### config.mk
export PLATFORM = sky130hd
export DESIGN_NAME = mem_rd_seq
export DESIGN_NICKNAME = d
export VERILOG_FILES = /design/src/rtl/mem_rd_pkg.sv /design/src/rtl/mem_line_extract.sv /design/src/rtl/mem_rd_seq.sv
export SDC_FILE = /design/constraint.sdc
export NUM_CORES = 1
export LEC_CHECK = 0
export ABC_CLOCK_PERIOD_IN_PS = 4700
export BUFFER_PORTS_ARGS = -buffer_cell sky130_fd_sc_hd__clkbuf_2
export CAP_MARGIN = 20
export CORE_UTILIZATION = 27
export CTS_CLUSTER_DIAMETER = 80
export DETAILED_ROUTE_END_ITERATION = 16
export GPL_TIMING_DRIVEN = 0
export SYNTH_ARGS = -nofsm -noshare
export SYNTH_HDL_FRONTEND = slang
export SYNTH_SLANG_ARGS = --single-unit
### constraint.sdc
create_clock -name clk -period 4.7 [get_ports clk]
set_input_delay 0.94 -clock clk [delete_from_list [all_inputs] [get_ports clk]]
set_output_delay 0.94 -clock clk [all_outputs]
set_load 0.05 [all_outputs]
### src/rtl/mem_rd_pkg.sv
// Shared definitions for the memory-operand read sequencer.
//   state_e      : sequencer FSM states
//   LINE_OFS_W   : byte-offset width inside a cache line (16-byte lines)
//   opsize_mask(): operand size code -> byte-enable mask of the 64-bit operand
package mem_rd_pkg;

  localparam int LINE_OFS_W = 4;

  typedef enum logic [2:0] {
    ST_IDLE = 3'd0,
    ST_R1A  = 3'd1,
    ST_R1B  = 3'd2,
    ST_R2A  = 3'd3,
    ST_R2B  = 3'd4,
    ST_DONE = 3'd5
  } state_e;

  function automatic logic [7:0] opsize_mask(input logic [1:0] opsize);
    logic [7:0] m;
    case (opsize)
      2'd0:    m = 8'h01;
      2'd1:    m = 8'h03;
      2'd2:    m = 8'h0F;
      default: m = 8'hFF;
    endcase
    return m;
  endfunction

endpackage

### src/rtl/mem_line_extract.sv
// Combinational operand aligner.
//   win_i    : two consecutive cache lines (low line in the low half)
//   ofs_i    : byte offset of the operand start inside the low line
//   opsize_i : operand size code (0=1B .. 3=8B)
//   data_o   : operand, little-endian, bytes above the operand size forced to 0
module mem_line_extract
  import mem_rd_pkg::*;
#(
  parameter int WIN_W = 256,
  parameter int OUT_W = 64
) (
  input  logic [WIN_W-1:0]      win_i,
  input  logic [LINE_OFS_W-1:0] ofs_i,
  input  logic [1:0]            opsize_i,
  output logic [OUT_W-1:0]      data_o
);

  logic [OUT_W-1:0] shifted;
  logic [7:0]       mask;

  always_comb begin
    shifted = OUT_W'(win_i >> {ofs_i, 3'b000});
    mask    = opsize_mask(opsize_i);
    data_o  = '0;
    for (int b = 0; b < OUT_W / 8; b++) begin
      if (mask[b]) data_o[8*b +: 8] = shifted[8*b +: 8];
    end
  end

endmodule

### src/rtl/mem_rd_seq.sv
// Memory-operand read sequencer in front of the MEM-stage operand swap.
// Fetches up to four cache lines per instruction (two operands, each possibly
// line-split), aligns the bytes and holds the front of the pipe until both
// operands are available.
// Ports:
//   clk, clr (async active-low reset), valid_in, flush, stall_in
//   opsize_in, mem_addr1/_end, mem_addr2/_end, mem1_rw, mem2_rw (bit0 = read)
//   rd_req/rd_addr -> cache, rd_ack/rd_data <- cache (data valid with ack)
//   wb_wr_valid    : store commit, invalidates the line buffer
//   mem1_data, mem2_data, data_valid, stall_out -> pipeline
// Optional feature: define MEM_RD_LINEBUF_EN to add a one-entry line buffer
// that satisfies repeated reads of the last fetched line without the cache.
module mem_rd_seq
  import mem_rd_pkg::*;
#(
  parameter int LINE_BYTES = 16,
  parameter int ADDR_W     = 32,
  parameter int DATA_W     = 64
) (
  input  logic                    clk,
  input  logic                    clr,
  input  logic                    valid_in,
  input  logic                    flush,
  input  logic                    stall_in,
  input  logic [1:0]              opsize_in,
  input  logic [ADDR_W-1:0]       mem_addr1,
  input  logic [ADDR_W-1:0]       mem_addr1_end,
  input  logic [ADDR_W-1:0]       mem_addr2,
  input  logic [ADDR_W-1:0]       mem_addr2_end,
  input  logic [1:0]              mem1_rw,
  input  logic [1:0]              mem2_rw,
  output logic                    rd_req,
  output logic [ADDR_W-1:0]       rd_addr,
  input  logic                    rd_ack,
  input  logic [8*LINE_BYTES-1:0] rd_data,
  input  logic                    wb_wr_valid,
  output logic [DATA_W-1:0]       mem1_data,
  output logic [DATA_W-1:0]       mem2_data,
  output logic                    data_valid,
  output logic                    stall_out
);

  localparam int LINE_W = 8 * LINE_BYTES;
  localparam int LN_W   = ADDR_W - LINE_OFS_W;

  state_e              st_q, st_d;
  logic                rd1_q, rd2_q;
  logic [1:0]          op_q;
  logic [ADDR_W-1:0]   a1_q, e1_q, a2_q, e2_q;
  logic [2*LINE_W-1:0] win1_q, win2_q;

  logic              in_rx, accept, split1, split2, hit, done_req;
  logic [LN_W-1:0]   req_line;
  logic [LINE_W-1:0] line_data;
  logic [DATA_W-1:0] ext1, ext2;
  logic [1:0]        unused_rw;

  assign unused_rw = {mem1_rw[1], mem2_rw[1]};

  assign split1 = a1_q[ADDR_W-1:LINE_OFS_W] != e1_q[ADDR_W-1:LINE_OFS_W];
  assign split2 = a2_q[ADDR_W-1:LINE_OFS_W] != e2_q[ADDR_W-1:LINE_OFS_W];
  assign accept = (st_q == ST_IDLE) & valid_in & ~flush;

  always_comb begin
    in_rx    = 1'b0;
    req_line = '0;
    case (st_q)
      ST_R1A: begin in_rx = 1'b1; req_line = a1_q[ADDR_W-1:LINE_OFS_W]; end
      ST_R1B: begin in_rx = 1'b1; req_line = e1_q[ADDR_W-1:LINE_OFS_W]; end
      ST_R2A: begin in_rx = 1'b1; req_line = a2_q[ADDR_W-1:LINE_OFS_W]; end
      ST_R2B: begin in_rx = 1'b1; req_line = e2_q[ADDR_W-1:LINE_OFS_W]; end
      default: ;
    endcase
  end

`ifdef MEM_RD_LINEBUF_EN
  logic              lb_valid_q;
  logic [LN_W-1:0]   lb_tag_q;
  logic [LINE_W-1:0] lb_data_q;

  // A committing store may target the buffered line, so a hit in that cycle
  // is refused and the request falls through to the cache.
  assign hit = in_rx & lb_valid_q & (lb_tag_q == req_line) & ~wb_wr_valid;

  always_ff @(posedge clk or negedge clr) begin
    if (!clr)                      lb_valid_q <= 1'b0;
    else if (flush || wb_wr_valid) lb_valid_q <= 1'b0;
    else if (rd_req && rd_ack)     lb_valid_q <= 1'b1;
  end

  always_ff @(posedge clk) begin
    if (rd_req && rd_ack && !flush && !wb_wr_valid) begin
      lb_tag_q  <= req_line;
      lb_data_q <= rd_data;
    end
  end

  assign line_data = hit ? lb_data_q : rd_data;
`else
  logic unused_wb;
  assign unused_wb = wb_wr_valid;
  assign hit       = 1'b0;
  assign line_data = rd_data;
`endif

  assign rd_req   = in_rx & ~hit;
  assign rd_addr  = {req_line, {LINE_OFS_W{1'b0}}};
  assign done_req = (rd_req & rd_ack) | hit;

  always_comb begin
    st_d = st_q;
    case (st_q)
      ST_IDLE: if (valid_in) st_d = mem1_rw[0] ? ST_R1A : (mem2_rw[0] ? ST_R2A : ST_DONE);
      ST_R1A:  if (done_req) st_d = split1 ? ST_R1B : (rd2_q ? ST_R2A : ST_DONE);
      ST_R1B:  if (done_req) st_d = rd2_q ? ST_R2A : ST_DONE;
      ST_R2A:  if (done_req) st_d = split2 ? ST_R2B : ST_DONE;
      ST_R2B:  if (done_req) st_d = ST_DONE;
      ST_DONE: if (!stall_in) st_d = ST_IDLE;
      default: st_d = ST_IDLE;
    endcase
    // Flush overrides every transition, including an ack in the same cycle.
    if (flush) st_d = ST_IDLE;
  end

  always_ff @(posedge clk or negedge clr) begin
    if (!clr) begin
      st_q  <= ST_IDLE;
      rd1_q <= 1'b0;
      rd2_q <= 1'b0;
    end else begin
      st_q <= st_d;
      if (accept) begin
        rd1_q <= mem1_rw[0];
        rd2_q <= mem2_rw[0];
      end
    end
  end

  // Instruction fields and line windows carry no reset; the read flags gate
  // the operand outputs until a window has been filled.
  always_ff @(posedge clk) begin
    if (accept) begin
      op_q <= opsize_in;
      a1_q <= mem_addr1;
      e1_q <= mem_addr1_end;
      a2_q <= mem_addr2;
      e2_q <= mem_addr2_end;
    end
    if (done_req && !flush) begin
      case (st_q)
        ST_R1A:  win1_q[LINE_W-1:0]        <= line_data;
        ST_R1B:  win1_q[2*LINE_W-1:LINE_W] <= line_data;
        ST_R2A:  win2_q[LINE_W-1:0]        <= line_data;
        ST_R2B:  win2_q[2*LINE_W-1:LINE_W] <= line_data;
        default: ;
      endcase
    end
  end

  mem_line_extract #(.WIN_W(2*LINE_W), .OUT_W(DATA_W)) u_ext1 (
    .win_i    (win1_q),
    .ofs_i    (a1_q[LINE_OFS_W-1:0]),
    .opsize_i (op_q),
    .data_o   (ext1)
  );

  mem_line_extract #(.WIN_W(2*LINE_W), .OUT_W(DATA_W)) u_ext2 (
    .win_i    (win2_q),
    .ofs_i    (a2_q[LINE_OFS_W-1:0]),
    .opsize_i (op_q),
    .data_o   (ext2)
  );

  assign mem1_data  = rd1_q ? ext1 : '0;
  assign mem2_data  = rd2_q ? ext2 : '0;
  assign data_valid = (st_q == ST_DONE);
  assign stall_out  = in_rx | ((st_q == ST_DONE) & stall_in) |
                      ((st_q == ST_IDLE) & valid_in & (mem1_rw[0] | mem2_rw[0]));

endmodule

==> flow_summary.yaml <==
run_status:
  status: "finished, violations left"
  violations: "negative setup slack"
yosys:
  yosysSeqAreaShare_pct: 54.0
  synth-seq-cells: 495
  synth_enable_flop_cells: 490
  syn_area_per_cell_sq_um: 13.6
  synth_top_area_share_pct: 53.5
  yosysWarnings: 0
  synth_cell_types: 45
  yosys-top-cells-area: "edfxtp_1 54%, mux4_2 11%, mux2i_1 8.3%"
  synth_ff_type: "edfxtp_1"
  synth_cells: 2021
  synth_area_sq_mm: 0.0275
  synthArstFlopShare_pct: 1.01
  synth_top_area_cell: "edfxtp_1"
critical_path:
  critPathRequiredTime_ns: 3.76
  crit_path_max_fanout: 10
  arrival_ns: 3.78
  cp-start-kind: "flop"
  setup.worst_path.class: "flop to output port"
  end_kind: "output port"
clock_tree:
  cts.htree.levels: 2
  post_cts_buffers: 0
  cts_buffers: 55
  cts_num_sinks: 495
  clkLatencyLatePin_ns: 0.64
  path_clk_slew_ns: 0.07
  cts_tree: "yes"
  ctsLongestPathBuffers: 3
  cts-root-buf: "clkbuf_16"
global_routing:
  grt_remaining_overflow: 0
  grt_max_degree: 66
  first_global_vias: 21331
  grt_util_all_layers_pct: 25.2
  grt_pass1_wl_um: 177000
  grt_antenna_before_repair: 31
floorplan:
  rows: 116
  die-width_um: 321
  die_area_sq_mm: 0.103
  io_pins: 432
  core_sq_mm: 0.100
  initial_core_util_pct: 27.4
  dieHeight_um: 321
sta:
  fin_crit_ns: 4.72
  rsz0062_at_grt: "no"
  finClkSkew_ns: 0.0310
  worst_slew_pin_slew_ns: 1.20
  setup_slack_ns: -0.0164
  hold_viol: 0
  drv_slew: 0
  hold_ws_ns: 0.103
  fin_crit_sh_pct: 100
  fmax_mhz: 212
  slew_headroom_pct: 19.7
  setup_viol: 1
place:
  pre_cts_ws_ns: 0.167
  dpl_cell_area_sq_mm: 0.0315
  place.gp.congestion: 1.02
  dp_hpwl_um: 104000
  place.port_buffers: 416
  placed_cells: 3806
drt:
  ant_nets: 0
  route.detailed.drc: 0
  viasPerCell: 5.66
  drt_iter0_markers: 2908
  firstDrtPassIters: 8
  post_drt_wl_per_cell_um: 34.2
  num_vias: 22161
  drt_wl_total_um: 134000
layout:
  nNetsFinal: 2775
  areaGrowthSynthToFinish_pct: 21.4
  n_fill_cell: 10100
  layout_commonest_cell: "edfxtp_1"
  post_route_cells_drive_above_1_share_pct: 35.6
  seq_area_sq_mm: 0.0148
  stdcell_count: 3913
  layout_common_cells: "490 x edfxtp_1, 423 x clkbuf_2, 228 x mux2i_1"
  design_area_sq_mm: 0.0334
  multiInputGateArea_sq_mm: 0.0118
hold_path:
  hold_path.class: "input port to asynchronous set/reset pin"
power_and_ir_drop:
  pwr_density_cell_mw_per_mm2: 484
  finalPower_mw: 16.1
  p_leak_nw: 12.2
  ir_drop_mv: 0.415
job:
  drv_cap: 0
-- worst max-delay path: stages (launching register included) --
cell and delay [ns]:
edfxtp_1 0.32, buf_4 0.28, buf_6 0.28, buf_4 0.32, clkbuf_4 0.43, mux2i_1 0.13, a21oi_1 0.36, nor2_1 0.09
nor3_2 0.52, clkbuf_2 0.38
-- worst paths after layout --
| check | cells past startpoint | slack, ns | to | start |
|---|---|---|---|---|
| max in group asynchronous | 1 | 4.45 | rd1_q | clr |
| min in group clk | 1 | 0.47 | a1_q[1] | mem_addr1[1] |
| setup / recovery | 9 | -0.02 | mem2_data[23] | a2_q[0] |
| setup reg to reg | 8 | 1.18 | win1_q[0] | st_q[2] |
| hold reg to reg | 4 | 0.79 | st_q[1] | st_q[1] |
| hold / removal | 1 | 0.10 | st_q[1] | clr |
-- per-layer routing --
layer  global-route usage (%)  part of all wire, %  wire (um)
met5                        0                 0.24        318
met4                     11.2                  5.2       6900
met3                     7.68                   11      14800
met2                     40.6                   46      61500
met1                     31.0                   38      50200
-- synthesized netlist by cell type, types with 17 or more instances --
cell type  count
edfxtp_1     490
mux2i_1      228
nor2_1       218
a211oi_1     163
mux2_2       144
mux4_2       136
nand2_1       87
a21oi_1       86
clkbuf_1      65
a22oi_1       56
o21ai_0       56
buf_2         48
buf_4         32
xor2_1        30
xnor2_1       27
nor3_1        23
o211ai_1      22
buf_1         17
-- state kept, by name, indices dropped and copies added, names as in the netlist --
signal and flops:
e1_q 28, a2_q 32, win1_q 184, st_q 3, op_q 2, rd2_q 1
win2_q 184, rd1_q 1, e2_q 28, a1_q 32
-- cells by family (layout without fill, tap and decap cells) --
family | count (synthesis) | after routing | share of synthesized area, %
compound gates | 399 | 399 | 9.63
xor+xnor | 57 | 57 | 1.82
buf+inv | 181 | 710 | 3.45
flops | 495 | 495 | 54.0
mux | 508 | 508 | 25.3
other cells | 1 | 7 | 0.0136
simple gates | 380 | 380 | 5.79
-- area by class of cell --
cell class / count / area share, %
diodes: 3 / 0.0225
plain buffers: 174 / 2.83
clock buffers: 64 / 4.22
clock inverters: 40 / 1.05
inverters: 7 / 0.0900
multi-input cells: 1348 / 35.4
flip-flops and latches: 495 / 44.5
well taps: 1357 / 5.09
repair buffers: 425 / 6.80
-- power breakdown --
part           switching, mW  leakage, nW  internal (mW)  total (mW)
Combinational           4.58         6.80           1.78        6.36
Sequential             0.287         4.51           5.30        5.59
Clock                   1.89        0.845           2.30        4.20
Total                   6.76         12.2           9.38        16.1
-- what timing repair did --
item,4_1_cts,5_1_grt
setup endpoints to repair,26,24
gates resized for setup,18,17
pin swaps,0,2
hold buffers,0,0
-- metrics by stage --
| step | util [%] | TNS (ns) |
|---|---|---|
| floorplan | - | 0 |
| global placement | 31.2 | -409.40 |
| detailed placement | 31.4 | 0 |
| CTS | 33.2 | 0 |
| global route | 33.2 | 0 |
| finish | 33.2 | -0.0164 |
Power figures use the tool's default switching activity.
